==> src/rtl/display_scan_ctrl_pkg.sv <==
// Shared types and defaults for the multiplexed 7-segment scan controller.
// Holds the scan FSM encoding, the default geometry/timing and a small helper function.
package display_scan_ctrl_pkg;

  typedef enum logic {
    ST_GUARD = 1'b0,
    ST_DRIVE = 1'b1
  } state_t;

  localparam int DEF_NUM_DIGITS  = 4;
  localparam int DEF_REFRESH_DIV = 50000;
  localparam int DEF_GUARD_CYC   = 2;

  function automatic int max_int(input int a, input int b);
    return (a > b) ? a : b;
  endfunction

endpackage

==> src/rtl/display_scan_ctrl_scan_timer.sv <==
// Interval timer shared by the GUARD and DRIVE phases: restarts from zero on terminal count.
// tc is high on the last cycle of an interval of length len_m1+1.
module display_scan_ctrl_scan_timer #(
  parameter int CNT_W = 16
) (
  input  logic             clk,
  input  logic             reset,
  input  logic [CNT_W-1:0] len_m1,
  output logic             tc
);

  logic [CNT_W-1:0] cnt_q, cnt_d;

  assign tc = (cnt_q == len_m1);

  // Every terminal count is also a state change, so the count clears there.
  always_comb begin
    cnt_d = tc ? '0 : cnt_q + 1'b1;
  end

  always_ff @(posedge clk or posedge reset) begin
    if (reset) cnt_q <= '0;
    else       cnt_q <= cnt_d;
  end

endmodule

==> src/rtl/display_scan_ctrl.sv <==
// Scans NUM_DIGITS hex digits through one shared 7-segment encoder with guard gaps,
// leading-zero blanking and a frame-synchronous double buffer for the displayed value.
module display_scan_ctrl
  import display_scan_ctrl_pkg::*;
#(
  parameter int NUM_DIGITS  = DEF_NUM_DIGITS,
  parameter int REFRESH_DIV = DEF_REFRESH_DIV,
  parameter int GUARD_CYC   = DEF_GUARD_CYC
) (
  input  logic                    clk,
  input  logic                    reset,
  input  logic                    load,
  input  logic [4*NUM_DIGITS-1:0] value_in,
  input  logic                    blank_en,
  output logic [3:0]              enc_in,
  output logic                    enc_enable,
  output logic [NUM_DIGITS-1:0]   digit_an,
  output logic                    frame_done
);

  localparam int CNT_W = $clog2(max_int(REFRESH_DIV, GUARD_CYC));
  localparam int IDX_W = (NUM_DIGITS > 1) ? $clog2(NUM_DIGITS) : 1;
  localparam logic [CNT_W-1:0] DRIVE_M1 = CNT_W'(REFRESH_DIV - 1);
  localparam logic [CNT_W-1:0] GUARD_M1 = CNT_W'(GUARD_CYC - 1);
  localparam logic [IDX_W-1:0] LAST_IDX = IDX_W'(NUM_DIGITS - 1);

  state_t                  state_q, state_d;
  logic [IDX_W-1:0]        idx_q, idx_d;
  logic [4*NUM_DIGITS-1:0] shadow_q, shadow_d;
  logic [4*NUM_DIGITS-1:0] active_q, active_d;
  logic                    pending_q, pending_d;
  logic [NUM_DIGITS-1:0]   an_q, an_d;
  logic [3:0]              enc_in_q, enc_in_d;
  logic                    enc_en_q, enc_en_d;
  logic                    frame_done_q, frame_done_d;

  logic                    tc;
  logic [CNT_W-1:0]        len_m1;
  logic                    boundary;
  logic                    upper_zero;
  logic [NUM_DIGITS-1:0]   blank_mask;
  logic [NUM_DIGITS-1:0]   sel_an;
  logic [3:0]              cur_nib;
  logic                    cur_blank;

  assign len_m1   = (state_q == ST_DRIVE) ? DRIVE_M1 : GUARD_M1;
  assign boundary = (state_q == ST_DRIVE) && tc && (idx_q == LAST_IDX);

  display_scan_ctrl_scan_timer #(.CNT_W(CNT_W)) u_timer (
    .clk    (clk),
    .reset  (reset),
    .len_m1 (len_m1),
    .tc     (tc)
  );

  always_ff @(posedge clk or posedge reset) begin
    if (reset) begin
      state_q <= ST_GUARD;
      idx_q   <= '0;
    end else begin
      state_q <= state_d;
      idx_q   <= idx_d;
    end
  end

  always_comb begin
    state_d = state_q;
    idx_d   = idx_q;
    if (tc) begin
      if (state_q == ST_GUARD) begin
        state_d = ST_DRIVE;
      end else begin
        state_d = ST_GUARD;
        idx_d   = (idx_q == LAST_IDX) ? '0 : idx_q + 1'b1;
      end
    end
  end

  // Digit i>0 is blankable when it and every more-significant nibble are zero.
  always_comb begin
    upper_zero = 1'b1;
    blank_mask = '0;
    for (int i = NUM_DIGITS - 1; i >= 1; i--) begin
      upper_zero    = upper_zero && (active_q[4*i +: 4] == 4'h0);
      blank_mask[i] = upper_zero;
    end
  end

  always_comb begin
    cur_nib   = 4'h0;
    cur_blank = 1'b0;
    sel_an    = '1;
    for (int i = 0; i < NUM_DIGITS; i++) begin
      if (idx_q == IDX_W'(i)) begin
        cur_nib   = active_q[4*i +: 4];
        cur_blank = blank_en && blank_mask[i];
        sel_an[i] = 1'b0;
      end
    end
    if (cur_blank) sel_an = '1;
  end

  // Outputs are precomputed for the state being entered so they switch with it.
  always_comb begin
    an_d         = an_q;
    enc_in_d     = enc_in_q;
    enc_en_d     = enc_en_q;
    frame_done_d = boundary;
    if (tc) begin
      if (state_q == ST_GUARD) begin
        an_d     = sel_an;
        enc_in_d = cur_nib;
        enc_en_d = !cur_blank;
      end else begin
        an_d     = '1;
        enc_en_d = 1'b0;
      end
    end
  end

  // A load coinciding with the frame boundary bypasses the shadow straight into active.
  always_comb begin
    shadow_d  = load ? value_in : shadow_q;
    pending_d = load || pending_q;
    active_d  = active_q;
    if (boundary && (pending_q || load)) begin
      active_d  = load ? value_in : shadow_q;
      pending_d = 1'b0;
    end
  end

  always_ff @(posedge clk or posedge reset) begin
    if (reset) begin
      shadow_q     <= '0;
      active_q     <= '0;
      pending_q    <= 1'b0;
      an_q         <= '1;
      enc_in_q     <= 4'h0;
      enc_en_q     <= 1'b0;
      frame_done_q <= 1'b0;
    end else begin
      shadow_q     <= shadow_d;
      active_q     <= active_d;
      pending_q    <= pending_d;
      an_q         <= an_d;
      enc_in_q     <= enc_in_d;
      enc_en_q     <= enc_en_d;
      frame_done_q <= frame_done_d;
    end
  end

  assign digit_an   = an_q;
  assign enc_in     = enc_in_q;
  assign enc_enable = enc_en_q;
  assign frame_done = frame_done_q;

endmodule
==> config.mk <==
export PLATFORM = sky130hd
export DESIGN_NAME = display_scan_ctrl
export DESIGN_NICKNAME = d
export VERILOG_FILES = /design/src/rtl/display_scan_ctrl_pkg.sv /design/src/rtl/display_scan_ctrl_scan_timer.sv /design/src/rtl/display_scan_ctrl.sv
export SDC_FILE = /design/constraint.sdc
export NUM_CORES = 1
export LEC_CHECK = 0
export ABC_AREA = 1
export CAP_MARGIN = 40
export CORE_ASPECT_RATIO = 0.9
export CORE_UTILIZATION = 50
export DETAILED_ROUTE_END_ITERATION = 8
export HOLD_SLACK_MARGIN = 0.1
export PLACE_DENSITY = 0.74
export SKIP_LAST_GASP = 1
export SYNTH_ARGS = -nofsm -noshare
export SYNTH_HDL_FRONTEND = slang
export SYNTH_SLANG_ARGS = --single-unit
==> constraint.sdc <==
create_clock -name clk -period 1.8 [get_ports clk]
set_input_delay 0.36 -clock clk [delete_from_list [all_inputs] [get_ports clk]]
set_output_delay 0.36 -clock clk [all_outputs]
set_load 0.01 [all_outputs]
[Yosys cells after proc, flatten, opt, wreduce, memory -nomap -nowiden]
Cells that the tools add are included.
Word-level totals
  flip-flop bits (word level): 62
  input port bits: 20
  output and inout port bits: 10
  logic and storage cells: 53
Operators by class
  $add $sub $neg: 2
  eq/ne operators: 4
  muxes and demuxes: 20
  bitwise gates (word level): 1
  reduce and logical (&&, ||, !) cells: 16
Operator list (count)
  16-bit two-way mux: 3
  4-bit two-way mux: 6
  16-bit by 1-bit adder with 16-bit output (second input constant): 1
  16-bit equality test: 1
  4-bit logical NOT: 3
  1-bit two-way mux: 10
  1-bit logical AND: 8
  2-bit equality test (second input constant): 2
  2-bit AND reduction: 2
  2-bit by 1-bit adder with 2-bit output (second input constant): 1
  2-bit by 1-bit equality test with 1-bit output (second input constant): 1
  2-bit logical NOT: 1
  2-bit two-way mux: 1
  1-bit logical NOT: 1
  1-bit logical OR: 1
  1-bit inverter: 1

[Logic depth before layout (Yosys ltp)]
Gate-level depths: netlist of run 1.
  depth in word-level cells: 9
  depth in mapped cells: 11
  mapped depth without buffers: 10

[Cells and area by module]
Synthesis of run 1 repeated with hierarchy kept, for this count alone.
Unflattened totals
  cells, all modules: 375
  area total of the unflattened synthesis: 3235.6 um^2
Modules (own cells, without submodules)
  display_scan_ctrl: instances 1, cells each 186, area each 2031.9 um^2, sequential area each 1156.1 um^2
  display_scan_ctrl_scan_timer: instances 1, cells each 189, area each 1203.7 um^2, sequential area each 400.4 um^2

[Least setup slack after synthesis of run 1]
Ideal clock, no wire load.
  kind: register to register
  from: register u_timer.cnt_q[9]
  to: register active_q[5]
  library setup time: 0.118 ns
  arrival: 1.420 ns
  data required time: 1.682 ns
  path slack: 0.262 ns
  stages on the path, launching flop included: 11
  buffers on the path: 2
  clock period less this slack: 1.538 ns
  cell sequence: dfrtp_1 -> buf_6 -> nor2_2 -> nand2_1 -> nor2_2 -> nor2_2 -> nor2_4 -> nand4_4 -> buf_6 -> nand2_1 -> nand2_1
Between the ends
  word-level cells in the longest chain between the ends: 4
Ends and longest elaborated chain
  from (decl): line display_scan_ctrl_scan_timer.sv:12  | logic [CNT_W-1:0] cnt_q, cnt_d;
  from (signal assigned): line display_scan_ctrl_scan_timer.sv:23  | else cnt_q <= cnt_d;
  16-bit equality test: line display_scan_ctrl_scan_timer.sv:14  | assign tc = (cnt_q == len_m1);
  1-bit logical AND (2 in series): line display_scan_ctrl.sv:47  | assign boundary = (state_q == ST_DRIVE) && tc && (idx_q == LAST_IDX);
  1-bit logical AND: line display_scan_ctrl.sv:126  | if (boundary && (pending_q || load)) begin
  to (signal assigned): line display_scan_ctrl.sv:143  | active_q <= active_d;
  to (decl): line display_scan_ctrl.sv:30  | logic [4*NUM_DIGITS-1:0] active_q, active_d;
Every way passes these cells.
A chain may end at the register's enable or synchronous reset.

[Worst setup path in the final report of run 1]
  from: register an_q[1], in the netlist digit_an[1]
  to: output port digit_an[1]
RTL lines
  from (decl): line display_scan_ctrl.sv:32  | logic [NUM_DIGITS-1:0] an_q, an_d;
  from (signal assigned): line display_scan_ctrl.sv:145  | an_q <= an_d;
  to (decl): line display_scan_ctrl.sv:17  | output logic [NUM_DIGITS-1:0] digit_an,
No word-level cell between the ends.

==> results of run 1 <==
==> what timing repair did <==
item | 4_1_cts | 5_1_grt
setup endpoints to repair | 0 | 23
endpoints found under the hold margin | 0 | 0
buffers inserted | 0 | 1
hold buffers | 0 | 0
resized for setup | 0 | 7
==> cell usage in the layout (no fill, tap or decap), types with 5 or more instances in the layout <==
master | Yosys | final
sky130_fd_sc_hd__nor3_1 | 5 | 5
sky130_fd_sc_hd__xnor2_1 | 5 | 5
sky130_fd_sc_hd__nor2_1 | 35 | 34
sky130_fd_sc_hd__ha_1 | 5 | 5
sky130_fd_sc_hd__a21oi_1 | 9 | 9
sky130_fd_sc_hd__xor2_1 | 7 | 7
sky130_fd_sc_hd__clkdlybuf4s50_1 | 0 | 28
sky130_fd_sc_hd__buf_4 | 4 | 19
sky130_fd_sc_hd__nand2_1 | 130 | 130
sky130_fd_sc_hd__nand3_1 | 18 | 17
sky130_fd_sc_hd__inv_1 | 38 | 37
sky130_fd_sc_hd__dfrtp_1 | 58 | 56
sky130_fd_sc_hd__nand4_1 | 22 | 22
sky130_fd_sc_hd__o21ai_0 | 7 | 7
sky130_fd_sc_hd__clkbuf_8 | 0 | 9
==> state kept, by name, summed over array words and instances, names as in the netlist <==
name,cells
active_q,16
enc_in,4
digit_an,4
pending_q,1
shadow_q,16
idx_q,2
frame_done,1
u_timer.cnt_q,16
enc_enable,1
state_q,1
==> final cells by class <==
| type | count | share of cell area |
|---|---|---|
| Inverter | 41 | 0.0412 |
| Timing Repair Buffer | 51 | 0.124 |
| Clock buffer | 9 | 0.0316 |
| Tap cell | 87 | 0.0278 |
| Clock inverter | 7 | 0.0313 |
| Sequential cell | 62 | 0.398 |
| Timing Repair inverter | 1 | 0.00128 |
| Multi-Input combinational cell | 271 | 0.345 |
==> cell families (layout without fill, tap and decap cells) <==
logic type	count (synthesis)	count (layout)	synth area share
buffers and inverters	56	109	0.0834
adder cells (fa/ha/maj)	5	5	0.0198
AND/OR/NAND/NOR	225	225	0.318
AO/OA/AOI/OAI	27	27	0.0482
XOR/XNOR	12	12	0.0332
multiplexers	2	2	0.00632
flip-flops	62	62	0.492
==> power breakdown <==
part | internal [uW] | switching (uW) | total, uW
registers | 1420 | 7.97 | 1430
logic | 61.7 | 75.8 | 138
clock network | 923 | 564 | 1490
==> routing by layer <==
metal	global-route usage	part of all wire
met4	0.0733	0.0091
met2	0.362	0.47
met3	0.0596	0.041
met1	0.313	0.48
met5	0	0
==> path summary, 6_finish.rpt <==
check / from / slack (ps) / cells past startpoint / end
max reg2reg: u_timer.cnt_q[1] / 130 / 8 / active_q[12]
min in group clk: u_timer.cnt_q[0] / 440 / 1 / u_timer.cnt_q[0]
max in group asynchronous: reset / 900 / 3 / digit_an[2]
max: digit_an[1] / 40 / 1 / digit_an[1]
min reg2reg: u_timer.cnt_q[0] / 440 / 1 / u_timer.cnt_q[0]
min: reset / 350 / 2 / shadow_q[4]
==> stage by stage <==
step,instances,TNS [ps]
6_report,529,0
2_1_floorplan,389,0
3_3_place_gp,511,0
4_1_cts,527,0
3_5_place_dp,511,0
5_1_grt,529,-64.5
==> summary by stage, run 1 <==
Outcome
The run finished with clean final reports.

Route
The routed via count divided by cell count is 4.99. The routed wirelength normalized by instance count is 12.9 um. The routed design has 6840 um of wire. The first TritonRoute pass finished after 5 iterations. The vias after detailed routing is 2638.

The number of remaining DRC errors is 0. In this run, the number of DRC markers left after iteration 0 of detailed routing was 181. The final antenna-violating net count is 0.

Layout
The sequential cells in the finished layout cover a total of 1560 um2. The utilization of the core after routing is 0.641. After routing the design area is 3920 um2. Compared with the post-synthesis result, the final layout area differs by 23.8%.

The net count of the finished layout is 462. 0 antenna diodes ended up in the layout. The multi-input logic area is 1350 um2. In the final layout, the share of cells above drive strength 1 is 0.143. The filler cell count in the final layout is 521.

Power and ir drop
The total power is 3060 uW. For this design the static power due to leakage is 0.00195 uW. The maximum VDD drop is 0.421 mV. Power spread over the standard cell area amounts to 780 nW/um2.

STA
Timing would allow up to 0.568 GHz. Setup violations remaining at the end of the flow were counted as 0. In the finished design, the share of the clock period the worst path needs comes to 0.978. The worst path needs 1760 ps of the cycle, external delays included.

The relative slew slack is 0.666. The tightest hold margin is 354 ps. The final count of pins violating max slew came to 0.

The minimum setup slack in the final design is 40.1 ps. The clock arrives with 7.35 ps of skew. At the pin with the least slew margin, the transition time is 502 ps. Setup repair after global routing could not meet its margin everywhere.

The number of endpoints with negative hold slack in the final report is 0.

Setup path
In this design, the stage delay of the slowest critical-path cell is 540 ps. The kind of critical path is flop to output port. The cell family contributing the most delay on the critical path is flip-flops. Data arrives at the worst endpoint at 1400 ps.

Traced cell by cell, the critical path runs through clkdlybuf4s50_1. The worst setup path is launched from a flop. STA classifies the critical path endpoint as an output port.

Among all stages on the critical path, the largest delay is contributed by sky130_fd_sc_hd__dfstp_2. Counting both buffers and inverters, the worst setup path holds a total of 1. The maximum fanout encountered on the critical timing path is 2. For the worst setup path, the data required time is 1440 ps.

Clock tree
The clock transition at the registers of the reported paths is 70 ps. The H-tree was split into 3 levels. TritonCTS built the clock tree. The master cell of the clock root buffer is sky130_fd_sc_hd__clkbuf_8.

Counting every sink on the clock net gives 62. The number of clock buffers inserted by TritonCTS is 9. Counting along the longest clock path gives a buffer depth of 2. The clock latency on the worst-skew pair is 340 ps.

Floorplan
For this design the top-level I/O count stands at 30. The number of placement rows is 27. The placeable core area is 6110 um2. The floorplan step set the die height to 77.5 um.

The starting utilization of the core area is 0.518. The floorplan step set the die width to 85.9 um. The area of the die is 6660 um2.

GRT
The overall fraction of global-route tracks in use is 0.231. For this run the aggregate overflow at the end of global routing stands at 0. The first-pass GRT wire length is 12000 um. The number of antenna violations at the first check in global routing is 0. The number of global-route vias before repair is 2611.

The maximum number of pins on one net before global-route repair is 33.

Synthesis
Of all flip-flops after synthesis, the portion carrying an async set or reset was 1.00. Summed over all instances, the cell type with the most area after synthesis is sky130_fd_sc_hd__dfrtp_1. The portion of the post-synthesis area used by sequential elements is 0.492. The post-synthesis cell type count is 35.

The cell count after synthesis is 389. The synthesized design contains 0 enable-type register cells. The synthesized netlist net count is 414. A synthesized cell averages 8.14 um2. Among all flip-flop cells after synthesis, the most frequent one is sky130_fd_sc_hd__dfrtp_1. The share of synthesized area in the top cell type comes to 0.458. Counting flops and latches in the post-synthesis netlist gives 62. Yosys attributes the largest share of cell area to sky130_fd_sc_hd__dfrtp_1, sky130_fd_sc_hd__nand2_1, sky130_fd_sc_hd__inv_1. The most common cell in the synthesized netlist is sky130_fd_sc_hd__nand2_1. Ranked by instance count, the synthesized netlist is headed by sky130_fd_sc_hd__nand2_1, sky130_fd_sc_hd__dfrtp_1, sky130_fd_sc_hd__inv_1.

The synthesis warning total is 0. Summing every instance area after synthesis gives 3170 um2.

Worst hold path
The worst hold path belongs to the class input pin to asynchronous set/reset pin.

Job
The count of max-cap constraint violations is 0.

Placed design
The placement-stage cell area is 3640 um2. The placement-stage worst setup slack is 97.1 ps. Routability-driven placement finished with a final weighted congestion of 0.908. The count of buffers added on input and output ports is 29.

After legalization and detailed placement, the total HPWL measured 4940 um.
Note: power is estimated with default switching activity, not from simulation.
==> run 2, diff against run 1 <==
--- a/config.mk
+++ b/config.mk
@@ -11,7 +11,8 @@
 export CORE_UTILIZATION = 50
 export DETAILED_ROUTE_END_ITERATION = 8
 export HOLD_SLACK_MARGIN = 0.1
-export PLACE_DENSITY = 0.74
+export PLACE_DENSITY = 0.71
+export RECOVER_POWER = 25
 export SKIP_LAST_GASP = 1
 export SYNTH_ARGS = -nofsm -noshare
 export SYNTH_HDL_FRONTEND = slang
==> run 2 against run 1 <==
  * Die area is the same
  * Critical endpoint is now digit_an[2]
  * Via count grew 2.9%
  * Largest power group is now sequential cells
  * Non-clock buffer count shrank 2
==> summary by stage, run 2 (synthesis gave the netlist of run 1 again) <==
Layout
The final instance area is 3860 um2 (was 3920 um2). The number of non-filler instances in the completed layout is 527 (was 529). The fraction of final layout cells with drive strength greater than 1 is 0.134 (was 0.143).

Most frequent cells in the layout: sky130_fd_sc_hd__nand2_1, sky130_fd_sc_hd__dfrtp_1, sky130_fd_sc_hd__inv_1 (unchanged). The leading cell type in the layout, fill and taps excluded is sky130_fd_sc_hd__nand2_1 (unchanged). The antenna diode instance count is 0 (unchanged). The net count of the finished layout is 460 (was 462). The filler cell count in the final layout is 540 (was 521).

Top Registers: active_q x16, shadow_q x16, u_timer.cnt_q x16 (unchanged). The area overhead of the layout relative to synthesis came to 21.9% (was 23.8%).

Placed design
The number of buffers added on ports is 29 (unchanged). The number of placed instances, taps included was 507 (was 511). The placement-stage cell area came to 3600 um2 (was 3640 um2). The post-detailed-placement half-perimeter wirelength came to 4640 um (was 4940 um).

The final weighted congestion in routability-driven placement came to 0.798 (was 0.908).

Floorplan
The number of placement rows was 27 (unchanged). The vertical die dimension was 77.5 um (unchanged). The number of primary I/O pins is 30 (unchanged). The starting utilization of the core area was 0.518 (unchanged). The die span in x came to 85.9 um (unchanged).

The placeable core area is 6110 um2 (unchanged). The area of the die was 6660 um2 (unchanged).

GRT
The number of antenna violations at the first check in global routing is 0 (unchanged). The overall fraction of global-route tracks in use is 0.225 (was 0.231). The number of global-route vias before repair is 2530 (was 2611). The maximum number of pins on one net before global-route repair came to 63 (was 33). The first-pass GRT wire length was 11500 um (was 12000 um). The residual overflow from global routing came to 0 (unchanged).

STA
The number of endpoints with negative hold slack in the final report is 0 (unchanged). The final critical delay including setup and external delays is 1760 ps (about the same). The count of endpoints failing setup in the final report is 0 (unchanged). The achievable clock frequency is 0.567 GHz (was 0.568 GHz). The pin slew with the least headroom to its limit is 826 ps (was 502 ps). The final count of pins violating max slew is 0 (unchanged). The final clock period utilization by the worst path is 0.980 (was 0.978). The worst-case clock skew is 10.8 ps (was 7.35 ps). The relative slew slack is 0.449 (was 0.666).

Outcome
Run status: finished, final reports clean (unchanged).

Clock tree
The cts-stage hold buffer count is 0 (unchanged). The master cell of the clock root buffer is sky130_fd_sc_hd__clkbuf_8 (unchanged). The depth of the CTS H-tree is 3 (unchanged). The clock tree from TritonCTS is built (unchanged). The clock latency on the worst-skew pair is 350 ps (was 340 ps).

The number of clock buffers inserted by TritonCTS is 9 (unchanged). The sink count of the clock tree is 62 (unchanged). The clock tree buffer depth is 2 (unchanged).

The clock transition at the registers of the reported paths was 60 ps (was 70 ps).

Route
The number of iterations in the first detailed-routing pass came to 4 (was 5). The routed via count divided by cell count is 5.15 (was 4.99). The iteration-0 DRC count of the detailed router is 157 (was 181). The routed wire length is 6840 um (about the same). The final antenna-violating net count is 0 (unchanged).

The vias after detailed routing is 2714 (was 2638). The routed wirelength normalized by instance count is 13.0 um (was 12.9 um). The number of remaining DRC errors came to 0 (unchanged).

Setup path
The worst-case reg-to-reg path depth came to 7 (was 8). The kind of critical path was flop to output port (unchanged). The endpoint of the worst-slack reg-to-reg timing path is u_timer.cnt_q[11] (was active_q[12]). The critical register-to-register path startpoint is u_timer.cnt_q[2] (was u_timer.cnt_q[1]). The required arrival time at the worst endpoint came to 1440 ps (about the same). The number of buffer and inverter stages on the critical path is 1 (unchanged). The data arrival time of the critical path was 1400 ps (about the same).

The instance count on the critical path is 1 (unchanged). The slowest stage cell on the critical path is sky130_fd_sc_hd__dfstp_2 (unchanged). The stage delay of the slowest cell on the critical path came to 530 ps (was 540 ps). The dominant delay contributor by cell family on the critical path is flip-flops (unchanged). The category of the worst setup path capture point is an output port (unchanged). The register-to-register setup slack is 120 ps (was 130 ps).

The maximum fanout encountered on the critical timing path is 2 (unchanged). Cells traversed along the worst timing path: clkdlybuf4s50_1 (unchanged). The kind of start point of the critical path is a flop (unchanged).

Worst hold path
The class of the tightest hold or removal check was flop to flop (was input pin to asynchronous set/reset pin). The path with the worst hold slack has its endpoint at digit_an[3]. The startpoint of the worst hold path is digit_an[3].

The number of cells on the worst hold path is 2.

Power and ir drop
The maximum VDD drop is 0.460 mV (was 0.421 mV). The static power due to leakage is 0.00192 uW (was 0.00195 uW). The power density normalized to cell area was 754 nW/um2 (was 780 nW/um2).

Job
The count of max-cap constraint violations is 0 (unchanged).
run 2: changes by cell type in the layout (fill, tap and decap cells not counted), sizes merged:
cell,change
clkbuf,+5
buf,-3
clkinvlp,-3
bufinv,-1
clkinv,-1
dlygate4sd3,+1
dlymetal6s2s,-1
nand4,+1
run 2: area by class of cell:
class                           instances  area [um2]  area share
Timing Repair Buffer                   49         440       0.114
Tap cell                               87         109      0.0282
Clock buffer                           13         149      0.0386
Inverter                               41         158      0.0408
Sequential cell                        62        1560       0.403
Multi-Input combinational cell        272        1380       0.357
Clock inverter                          3        67.6      0.0175
run 2: repair_timing:
action                                  in CTS  in global routing
resized for setup                            0                  7
hold endpoints to repair                     0                  0
endpoints found under the setup margin       0                 23
buffers inserted                             0                  3
run 2: per-layer routing:
metal	up-vias	global-route usage	share of wire
li1	1333	-	-
met1	1317	0.325	0.50
met2	54	0.323	0.44
met3	10	0.0511	0.044
met4	0	0.100	0.016
met5	-	0	0
run 2: worst max path at each step:
stage | from | slack [ps] | end
2_1_floorplan | u_timer.cnt_q[9] | 260 | active_q[5]
3_3_place_gp | load | -70 | active_q[2]
3_5_place_dp | load | -40 | active_q[7]
4_1_cts | digit_an[2] | 20 | digit_an[2]
5_1_grt | u_timer.cnt_q[3] | -9 | u_timer.cnt_q[14]
6_report | digit_an[2] | 40 | digit_an[2]
run 2: through the flow:
step | hold WS [ps] | total power (uW) | setup WS [ps] | utilization | setup TNS, ps
2_1_floorplan | 438 | 1520 | 262 | - | 0
3_3_place_gp | 453 | 1590 | -72.9 | 0.589 | -1010
3_5_place_dp | 452 | 1590 | -39.8 | 0.589 | -360
4_1_cts | 454 | 2930 | 22.9 | 0.624 | 0
5_1_grt | 486 | 3000 | -8.82 | 0.631 | -13.0
6_report | 458 | 2910 | 36.6 | 0.631 | 0
run 2: power breakdown:
group | internal (uW) | leakage [uW] | switching, uW
combinational | 53.7 | 0.00103 | 71.3
sequential | 1430 | 0.000784 | 9.14
clock | 819 | 0.000104 | 533
total | 2300 | 0.00192 | 613
==> run 3, diff against run 2 <==
==> constraint.sdc (replaced) <==
create_clock -name clk -period 1.8 [get_ports clk]
set_input_delay 0.18 -clock clk [delete_from_list [all_inputs] [get_ports clk]]
set_output_delay 0.18 -clock clk [all_outputs]
set_load 0.01 [all_outputs]
==> run 3 against run 2 <==
  * Clock skew is 3.7 ps lower
  * Sequential cell count unchanged
  * Largest cell class unchanged
  * Sequential share of layout area increased by 0.13 points
  * Fmax rose by 5.9%
  * Via count is 1.9% lower
  * Design area fell by 0.32%
  * Routed wire length grew 4.7%
  * Clock power shrank 8%
  * Register-to-register slack hardly changed
  * Combinational power about the same
==> summary by stage, run 3 (synthesis gave the netlist of run 1 again) <==
GRT
The number of global-route vias before repair is 2616 (was 2530). The number of antenna violations at the first check in global routing is 0 (unchanged). The first-pass GRT wire length is 12400 um (was 11500 um). The maximum number of pins on one net before global-route repair came to 36 (was 63). The residual overflow from global routing is 0 (unchanged).

The overall fraction of global-route tracks in use is 0.240 (was 0.225).

Worst hold path
The class of the tightest hold or removal check is input pin to asynchronous set/reset pin (was flop to flop).

STA
Setup repair after global routing could not meet its margin everywhere. The minimum setup slack in the final design was 134 ps (was 36.6 ps). The number of endpoints with negative hold slack in the final report came to 0 (unchanged). The relative slew slack came to 0.590 (was 0.449). The final count of pins violating max slew is 0 (unchanged).

The pin slew with the least headroom to its limit is 615 ps (was 826 ps). The worst-case clock skew was 7.12 ps (was 10.8 ps). The achievable clock frequency is 0.600 GHz (was 0.567 GHz). The count of endpoints failing setup in the final report is 0 (unchanged).

The final critical delay including setup and external delays was 1670 ps (was 1760 ps). The final clock period utilization by the worst path is 0.925 (was 0.980). The sum of negative setup slack is 0 ps (unchanged).

Placed design
The final weighted congestion in routability-driven placement is 0.858 (was 0.798). The placement-stage worst setup slack is 104 ps (was -39.8 ps). The number of buffers added on ports is 29 (unchanged).

The post-detailed-placement half-perimeter wirelength was 5160 um (was 4640 um).

Floorplan
The die span in x came to 85.9 um (unchanged). The starting utilization of the core area is 0.518 (unchanged). The number of placement rows came to 27 (unchanged). The area of the die is 6660 um2 (unchanged). The number of primary I/O pins was 30 (unchanged). The placeable core area came to 6110 um2 (unchanged).

The vertical die dimension is 77.5 um (unchanged).

Clock tree
The clock tree from TritonCTS was built (unchanged). The depth of the CTS H-tree is 3 (unchanged). The clock latency on the worst-skew pair was 340 ps (was 350 ps). The cts-stage hold buffer count is 0 (unchanged). The clock tree buffer depth is 2 (unchanged). The master cell of the clock root buffer is sky130_fd_sc_hd__clkbuf_8 (unchanged).

The clock transition at the registers of the reported paths is 70 ps (was 60 ps). The sink count of the clock tree came to 62 (unchanged). The number of clock buffers inserted by TritonCTS came to 9 (unchanged).

Setup path
The maximum fanout encountered on the critical timing path is 7 (was 2). The category of the worst setup path capture point was a flop (was output port). The number of buffer and inverter stages on the critical path came to 2 (was 1). The stage delay of the slowest cell on the critical path is 410 ps (was 530 ps). The worst-case reg-to-reg path depth was 10 (was 7). The data arrival time of the critical path is 1950 ps (was 1400 ps). The slowest stage cell on the critical path is sky130_fd_sc_hd__dfrtp_1 (was sky130_fd_sc_hd__dfstp_2). The dominant delay contributor by cell family on the critical path was simple AND/OR/NAND/NOR gates (was flip-flops).

The kind of start point of the critical path is a flop (unchanged). The instance count on the critical path is 10 (was 1). Cells traversed along the worst timing path: inv_1, ha_1, nand2_1, o21ai_0, nand2_1, nand2_1, nand2_1, nand3_1, nand2_1, inv_1 (was clkdlybuf4s50_1). The kind of critical path is flop to flop (was flop to output port).

Counting stages on the worst path, the most repeated cell is sky130_fd_sc_hd__nand2_1. The required arrival time at the worst endpoint is 2090 ps (was 1440 ps).

Layout
Top Registers: active_q x16, shadow_q x16, u_timer.cnt_q x16 (unchanged). The utilization of the core after routing is 0.629 (was 0.631). The area overhead of the layout relative to synthesis is 21.5% (was 21.9%). The antenna diode instance count is 0 (unchanged). The fraction of final layout cells with drive strength greater than 1 is 0.137 (was 0.134). The leading cell type in the layout, fill and taps excluded is sky130_fd_sc_hd__nand2_1 (unchanged). The net count of the finished layout is 459 (was 460). The filler cell count in the final layout was 545 (was 540). Most frequent cells in the layout: sky130_fd_sc_hd__nand2_1, sky130_fd_sc_hd__dfrtp_1, sky130_fd_sc_hd__inv_1 (unchanged).

Route
The iteration-0 DRC count of the detailed router is 139 (was 157). The vias after detailed routing is 2662 (was 2714). The routed wire length is 7160 um (was 6840 um). The routed wirelength normalized by instance count is 13.6 um (was 13.0 um). The routed via count divided by cell count was 5.06 (was 5.15). The number of iterations in the first detailed-routing pass was 4 (unchanged). The number of remaining DRC errors came to 0 (unchanged). The final antenna-violating net count is 0 (unchanged).

Power and ir drop
The maximum VDD drop is 0.552 mV (was 0.460 mV). The static power due to leakage is 0.00192 uW (about the same). The power density normalized to cell area is 728 nW/um2 (was 754 nW/um2).

Job
The count of max-cap constraint violations was 0 (unchanged).

Outcome
Run status: finished, final reports clean (unchanged).
==> run 3: timing repair <==
| action | 4_1_cts | 5_1_grt |
|---|---|---|
| buffers inserted | 0 | 2 |
| endpoints found under the setup margin | 0 | 26 |
| endpoints found under the hold margin | 0 | 0 |
| resized for setup | 0 | 8 |
==> run 3: worst register-to-register path, cell delays in order, from the launching register on <==
cell                      delay, ps
sky130_fd_sc_hd__dfrtp_1        410
sky130_fd_sc_hd__inv_1          110
sky130_fd_sc_hd__ha_1           300
sky130_fd_sc_hd__nand2_1        120
sky130_fd_sc_hd__o21ai_0        200
sky130_fd_sc_hd__nand2_1         70
sky130_fd_sc_hd__nand2_1         60
sky130_fd_sc_hd__nand2_1        110
sky130_fd_sc_hd__nand3_1        130
sky130_fd_sc_hd__nand2_1         60
sky130_fd_sc_hd__inv_1           50
==> run 3: final timing paths <==
| check | from | endpoint | slack (ps) |
|---|---|---|---|
| worst max-delay path | idx_q[1] | digit_an[0] | 130 |
| worst min-delay path | reset | shadow_q[14] | 350 |
| worst max register to register | idx_q[1] | digit_an[0] | 130 |
| worst min register to register | digit_an[3] | digit_an[3] | 470 |
| max in group asynchronous | reset | digit_an[0] | 450 |
| min in group clk | value_in[5] | shadow_q[5] | 400 |
==> run 3: report_power, final <==
group	total (uW)	internal (uW)	switching (uW)
combinational	126	54.8	71.1
clock	1240	708	536
sequential	1430	1420	8.24
==> run 3: cell type report <==
cell class	count	area (um2)	share of cell area
Sequential cell	62	1560	0.405
Multi-Input combinational cell	272	1380	0.359
Timing Repair Buffer	48	445	0.116
Clock buffer	12	155	0.0403
Inverter	41	154	0.0400
Tap cell	87	109	0.0283
Clock inverter	4	45.0	0.0117
==> run 3: layer usage <==
layer	GRT usage	routed length, um
met3	0.0553	264
met2	0.353	3130
met4	0.0767	114
met5	0	0
met1	0.351	3650
==> run 3: metrics by stage <==
step | cells | total power (uW) | hold WS [ps] | instance area, um2
after floorplan | 389 | 1520 | 312 | 3170
after global placement | 507 | 1590 | 450 | 3610
after detailed placement | 507 | 1590 | 456 | 3610
after CTS | 523 | 2840 | 146 | 3810
after global routing | 526 | 2910 | 397 | 3850
final | 526 | 2800 | 348 | 3850
